File: config.mk
export PLATFORM = sky130hd
export DESIGN_NAME = dram_ctrl
export DESIGN_NICKNAME = d
export VERILOG_FILES = /design/src/rtl/dram_pkg.sv /design/src/rtl/dram_ctrl.sv
export SDC_FILE = /design/constraint.sdc
export NUM_CORES = 1
export LEC_CHECK = 0
export CAP_MARGIN = 20
export CORE_ASPECT_RATIO = 1.1
export CORE_UTILIZATION = 55
export CTS_BUF_LIST = sky130_fd_sc_hd__clkbuf_8 sky130_fd_sc_hd__clkbuf_16
export DETAILED_ROUTE_END_ITERATION = 8
export DONT_BUFFER_PORTS = 1
export GPL_TIMING_DRIVEN = 0
export PLACE_DENSITY = 0.73
export SLEW_MARGIN = 15
export SYNTH_ARGS = -nofsm -noshare
export SYNTH_HDL_FRONTEND = slang
export SYNTH_SLANG_ARGS = --single-unit
File: constraint.sdc
create_clock -name clk -period 1.6 [get_ports clk]
set_input_delay 0.32 -clock clk [delete_from_list [all_inputs] [get_ports clk]]
set_output_delay 0.32 -clock clk [all_outputs]
set_load 0.005 [all_outputs]
File: src/rtl/dram_pkg.sv
// Shared parameters and the state encoding for the data-memory front-end.
package dram_pkg;

    localparam int ADDR_W = 9;
    localparam int DATA_W = 16;
    localparam int DEPTH  = 32;

    typedef enum logic [1:0] {
        ST_IDLE    = 2'd0,
        ST_ACCESS  = 2'd1,
        ST_CAPTURE = 2'd2,
        ST_RESP    = 2'd3
    } state_e;

endpackage

File: src/rtl/dram_ctrl.sv
// Request/response front-end for the single-port data memory.
// The controller accepts one load or store at a time. It drives the memory
// strobes from registers, captures the read data one cycle after the read
// edge, and returns a response with a valid/ready handshake. Addresses at or
// above DEPTH are rejected without strobing the memory.
// DEPTH is assumed to be strictly less than 2**ADDR_W.
module dram_ctrl #(
    parameter int ADDR_W = dram_pkg::ADDR_W,
    parameter int DATA_W = dram_pkg::DATA_W,
    parameter int DEPTH  = dram_pkg::DEPTH
) (
    input  logic              clk,
    input  logic              rst_n,
    input  logic              req_valid,
    output logic              req_ready,
    input  logic              req_we,
    input  logic [ADDR_W-1:0] req_addr,
    input  logic [DATA_W-1:0] req_wdata,
    output logic              rsp_valid,
    input  logic              rsp_ready,
    output logic [DATA_W-1:0] rsp_rdata,
    output logic              rsp_err,
    output logic              busy,
    output logic [ADDR_W-1:0] mem_addr,
    output logic              mem_wen,
    output logic              mem_ren,
    output logic [DATA_W-1:0] mem_wdata,
    input  logic [DATA_W-1:0] mem_rdata
);

    import dram_pkg::*;

    localparam logic [ADDR_W-1:0] LIMIT = ADDR_W'(DEPTH);

    state_e            state_q, state_d;
    logic [ADDR_W-1:0] mem_addr_q, mem_addr_d;
    logic              mem_wen_q, mem_wen_d;
    logic              mem_ren_q, mem_ren_d;
    logic [DATA_W-1:0] mem_wdata_q, mem_wdata_d;
    logic [DATA_W-1:0] rsp_rdata_q, rsp_rdata_d;
    logic              rsp_err_q, rsp_err_d;
    logic              addr_err;

    assign addr_err = (req_addr >= LIMIT);

    // Next-state and datapath decode for the four-state access sequence.
    always_comb begin
        // NOTE: every signal assigned here gets a default first, so no path leaves it unassigned and no latch is inferred.
        state_d     = state_q;
        mem_addr_d  = mem_addr_q;
        mem_wen_d   = 1'b0;
        mem_ren_d   = 1'b0;
        mem_wdata_d = mem_wdata_q;
        rsp_rdata_d = rsp_rdata_q;
        rsp_err_d   = rsp_err_q;

        unique case (state_q)
            ST_IDLE: begin
                if (req_valid) begin
                    if (addr_err) begin
                        // Out-of-range address: answer immediately, never strobe memory.
                        state_d     = ST_RESP;
                        rsp_err_d   = 1'b1;
                        rsp_rdata_d = '0;
                    end else begin
                        state_d     = ST_ACCESS;
                        mem_addr_d  = req_addr;
                        mem_wen_d   = req_we;
                        mem_ren_d   = ~req_we;
                        mem_wdata_d = req_wdata;
                    end
                end
            end
            ST_ACCESS: begin
                // The memory acts on this edge; the registered write strobe
                // still records whether the access is a store.
                if (mem_wen_q) begin
                    state_d     = ST_RESP;
                    rsp_rdata_d = '0;
                    rsp_err_d   = 1'b0;
                end else begin
                    state_d = ST_CAPTURE;
                end
            end
            ST_CAPTURE: begin
                // Read data is valid one cycle after the read edge.
                state_d     = ST_RESP;
                rsp_rdata_d = mem_rdata;
                rsp_err_d   = 1'b0;
            end
            ST_RESP: begin
                if (rsp_ready) begin
                    state_d     = ST_IDLE;
                    rsp_rdata_d = '0;
                    rsp_err_d   = 1'b0;
                end
            end
            default: state_d = ST_IDLE;
        endcase
    end

    // State and datapath registers; reset drops the strobes immediately.
    always_ff @(posedge clk or negedge rst_n) begin
        if (!rst_n) begin
            state_q     <= ST_IDLE;
            mem_addr_q  <= '0;
            mem_wen_q   <= 1'b0;
            mem_ren_q   <= 1'b0;
            mem_wdata_q <= '0;
            rsp_rdata_q <= '0;
            rsp_err_q   <= 1'b0;
        end else begin
            // NOTE: sequential state uses non-blocking assignments so every register samples pre-edge values.
            state_q     <= state_d;
            mem_addr_q  <= mem_addr_d;
            mem_wen_q   <= mem_wen_d;
            mem_ren_q   <= mem_ren_d;
            mem_wdata_q <= mem_wdata_d;
            rsp_rdata_q <= rsp_rdata_d;
            rsp_err_q   <= rsp_err_d;
        end
    end

    // Handshake and status outputs decode from state only.
    assign req_ready = (state_q == ST_IDLE);
    assign rsp_valid = (state_q == ST_RESP);
    assign busy      = (state_q != ST_IDLE);

    assign mem_addr  = mem_addr_q;
    assign mem_wen   = mem_wen_q;
    assign mem_ren   = mem_ren_q;
    assign mem_wdata = mem_wdata_q;
    assign rsp_rdata = rsp_rdata_q;
    assign rsp_err   = rsp_err_q;

endmodule

-- Word-level counts from Yosys, hierarchy flattened
Cells that the tools add are included.
Widths: inputs -> output; s select.
- bits in registers: 46
- logic and storage cells: 43
- input bits: 46
- output and inout bits: 47
- eq/ne operators: 7
- bitwise logic cells: 2
- reductions and logical operators: 5
- $lt $le $gt $ge: 1
- muxes and demuxes: 21
- operators with widths (kind ; count):
    $mux 16 ; 4
    $pmux 16 s4 ; 1
    $mux 1 ; 11
    $ge 9x6->1 const B ; 1
    $pmux 2 s4 ; 1
    $mux 2 ; 3
    $eq 2x2->1 const B ; 2
    $ne 2x1->1 const B ; 2
    $ne 2x2->1 const B ; 2
    $pmux 1 s4 ; 1
    $reduce_and 4->1 ; 1
    $reduce_and 3->1 ; 1
    $eq 2x1->1 const B ; 1
    $logic_not 2->1 ; 1
    $not 1->1 ; 2
    $reduce_and 2->1 ; 1
    $reduce_bool 2->1 ; 1

-- Logic depth before layout (Yosys ltp)
- word-level depth: 4
- mapped depth: 8

-- Least setup slack after synthesis
OpenSTA, ideal clock, no wires.
- kind: register to register
- start: reg state_q[0]
- end: reg rsp_rdata_q[10], in the netlist rsp_rdata[10]
- library setup time: 0.123 ns
- setup slack: -0.070 ns
- buffers on the path: 2
- data arrival time: 1.547 ns
- clock period less this slack: 1.670 ns
- cell stages (with the launch flop): 9
- path through: dfrtp_1 > inv_1 > ha_1 > inv_2 > a2bb2oi_4 > nand3_2 > buf_6 > buf_12 > mux2i_1
- longest elaborated chain between the ends: 3
- elaborated cells between the ends (all ways): 10
- RTL lines (item ; RTL line ; source):
    from (decl) ; dram_ctrl.sv:35 ; state_e state_q, state_d;
    from (signal assigned) ; dram_ctrl.sv:114 ; state_q <= state_d;
    $logic_not 2->1 * ; n/a ;
    net req_ready ; dram_ctrl.sv:15 ; output logic req_ready,
    $ne 2x1->1 (no line) / $ne 2x2->1 (equally long branches) ; n/a ;
    $reduce_and 4->1 (no line) ; n/a ;
    to (signal assigned) ; dram_ctrl.sv:119 ; rsp_rdata_q <= rsp_rdata_d;
    to (decl) ; dram_ctrl.sv:40 ; logic [DATA_W-1:0] rsp_rdata_q, rsp_rdata_d;
The timed path passes the listed nets; every way through them passes the cells marked *.
A chain may end at the register's enable or synchronous reset.

-- Worst setup path in the final report
- start: reg state_q[0]
- end: reg rsp_rdata_q[15], in the netlist rsp_rdata[15]
The elaborated chain is that of the path after synthesis.

==> reports/results.ini <==
[drt]
firstDrtPassIters = 4
drt_wl_total_mm = 3.59
routedWlPerCell_um = 16.3
antenna_left = 0
drc = 0
via_per_inst = 5.20
drt_iter0_markers = 25
wl_met2_mm = 1.98
vias = 1145
routed.top_layer = met4
wl_met3_um = 275
drt-met1-wl_mm = 1.28

[sta]
rsz0062_at_grt = yes
drv_slew = 0
worst_slew_margin_rel_pct = 82.5
max_clock_freq_mhz = 639
fin_skew_ns = 0.00455
finalCritPeriodShare_pct = 97.9
final-hold-violation-count = 0
setup_slack_ns = 0.0340
holdWs_ns = 0.0896
worst_pin_slew_ns = 0.262
fin_crit_ns = 1.57
setup_viol = 0

[cells_and_area]
final_net_count = 221
drive_gt1_share_pct = 33.7
area_delta_synth_final_pct = 17.1
diodes = 0
finish.utilization_pct = 67.7
final_common_cell = dfrtp_1
fill_cells = 270
final_cell_mix = dfrtp_1, mux2_2, inv_1, nand2_1, mux2i_1

[global_routing]
antenna_found_initial = 0
grt_overflow = 0
grt_pass1_vias = 1203
grt_first_pass_wirelength_mm = 5.35
grt_max_degree = 47
track_usage_pct = 19.8

[place]
dp_slack_ns = -0.191
portBuffers = 0
hpwl_mm = 2.54
routabilityCongestion = 0.712

[pwr]
pwr-share-clk_pct = 15.9
combPwrFrac_pct = 38.7
power.switching_mw = 1.46
switching_share_pct = 33.5
power.internal_mw = 2.90
leakagePower_nw = 1.13
max-vdd-ir-drop_mv = 0.796
seqPwrFrac_pct = 45.4
pwr_density_cell_nw_per_um2 = 1920

[job]
max_cap_violations = 0

[clocking]
cts_buffers = 5
path_clk_slew_ns = 0.08
clockBufferDepth = 2
clockRootBuffer = clkbuf_8
clock_latency_ns = 0.29
cts_tree = built
cts_sinks = 46
h-tree-depth = 2

[setup_path]
path_class = flip-flop to flip-flop
crit_path_end_kind = flip-flop
r2r_cells = 8
cp.arrival_ns = 1.77
crit_fanout = 10
cp-start-kind = flip-flop
crit_required_ns = 1.80

[yosys]
ys_types = 23
syn_area_um2 = 1940
ys_ff_latch = 46
yosysWarnings = 0
syn_nets = 201
syn_inst = 151
ys_seq_area_share_pct = 59.2
syn_area_per_cell_um2 = 12.9

[die]
die_w_um = 58.7
start_util_pct = 57.9
die_h_um = 64.3
ios = 93
fp-row-count = 22
core_area_um2 = 3360
dieArea_um2 = 3770

[worst_hold_path]
hold_depth = 1
hp-class = primary input to flip-flop

[outcome]
status = completed

[through the flow]
stage	cells	setup TNS, ns	instance area (um2)	power (mW)
after floorplan	151	0	1950	3.00
after global placement	199	-1.51	2010	3.20
after detailed placement	199	-3.35	2010	3.30
after CTS	215	0	2210	4.29
after global routing	220	-0.0679	2270	4.63
final	220	0	2270	4.37
[power groups by stage]
stage / combinational, mW / clock, mW / sequential (mW)
2_1_floorplan: 1.09 / 0 / 1.91
3_5_place_dp: 1.30 / 0 / 2.00
5_1_grt: 1.83 / 0.756 / 2.04
4_1_cts: 1.59 / 0.717 / 1.98
3_3_place_gp: 1.21 / 0 / 1.99
6_report: 1.69 / 0.693 / 1.98
[area by class of cell]
cell class	instances	area [um2]	share of cell area [%]
buffer	5	55.1	2.42
clock buffer	6	82.6	3.63
clock inverter	2	8.76	0.385
inverter	22	85.1	3.74
multi-input combinational	77	687	30.2
sequential	46	1150	50.7
tap	48	60.1	2.64
timing repair buffer	14	144	6.33
[worst max-delay path, stage by stage (launching register included)]
cell and delay (ns):
dfrtp_2 0.43, inv_2 0.09, ha_4 0.20, inv_4 0.07, a2bb2oi_4 0.14, nand3_2 0.09, buf_8 0.12, buf_12 0.13
mux2i_1 0.21
[cells in the mapped netlist]
cell | instances | share of area, %
dfrtp_1 | 46 | 59
inv_1 | 21 | 4.1
mux2_2 | 21 | 12
nand2_1 | 17 | 3.3
mux2i_1 | 16 | 8.2
nor2_1 | 5 | 0.97
and2_1 | 4 | 1.3
ha_1 | 4 | 2.6
buf_2 | 2 | 0.52
clkbuf_1 | 2 | 0.39
a2bb2oi_4 | 1 | 1.4
a31oi_1 | 1 | 0.32
a32oi_1 | 1 | 0.45
buf_12 | 1 | 1.0
buf_6 | 1 | 0.58
inv_2 | 1 | 0.19
nand2b_1 | 1 | 0.32
nand3_1 | 1 | 0.26
nand3_2 | 1 | 0.52
nand4_4 | 1 | 1.1
o211ai_1 | 1 | 0.39
o21ai_0 | 1 | 0.26
o22a_2 | 1 | 0.52
[flip-flops by register name (all words and copies together) (netlist names)]
| register | cells |
|---|---|
| mem_wdata | 16 |
| state_q | 2 |
| rsp_rdata | 16 |
| mem_addr | 9 |
| rsp_err | 1 |
| mem_wen | 1 |
| mem_ren | 1 |
[final timing paths]
check,start,to,slack (ns)
min in group asynchronous,rst_n,rsp_rdata[0]$_DFFE_PN0P_,0.54
max in group asynchronous,rst_n,state_q[0]$_DFFE_PN0P_,0.86
hold / removal,req_we,mem_ren$_DFF_PN0_,0.09
hold reg to reg,mem_addr[6]$_DFFE_PN0P_,mem_addr[6]$_DFFE_PN0P_,0.52
setup / recovery,state_q[0]$_DFFE_PN0P_,rsp_rdata[15]$_DFFE_PN0P_,0.03
setup reg to reg,state_q[0]$_DFFE_PN0P_,rsp_rdata[15]$_DFFE_PN0P_,0.03
[per-layer routing]
metal	global-route usage, %	vias to the layer above
met1	20.3	550
met4	8.04	0
li1	-	522
met3	7.49	8
met5	0	-
met2	35.3	65
[cells by family after synthesis]
| logic type | share of synthesized area (%) |
|---|---|
| AND/OR/NAND/NOR | 7.73 |
| AO/OA/AOI/OAI | 3.28 |
| adder cells (fa/ha/maj) | 2.58 |
| buffers and inverters | 6.76 |
| flip-flops | 59.2 |
| multiplexers | 20.4 |
[what timing repair did]
item                                    CTS  global route
gates resized for setup                   6             8
pin swaps                                 2             2
endpoints found under the setup margin   31            29
buffers inserted                          6             6
endpoints found under the hold margin    46             0
hold buffers                              2             0
Note: power is estimated with default switching activity, not from simulation.
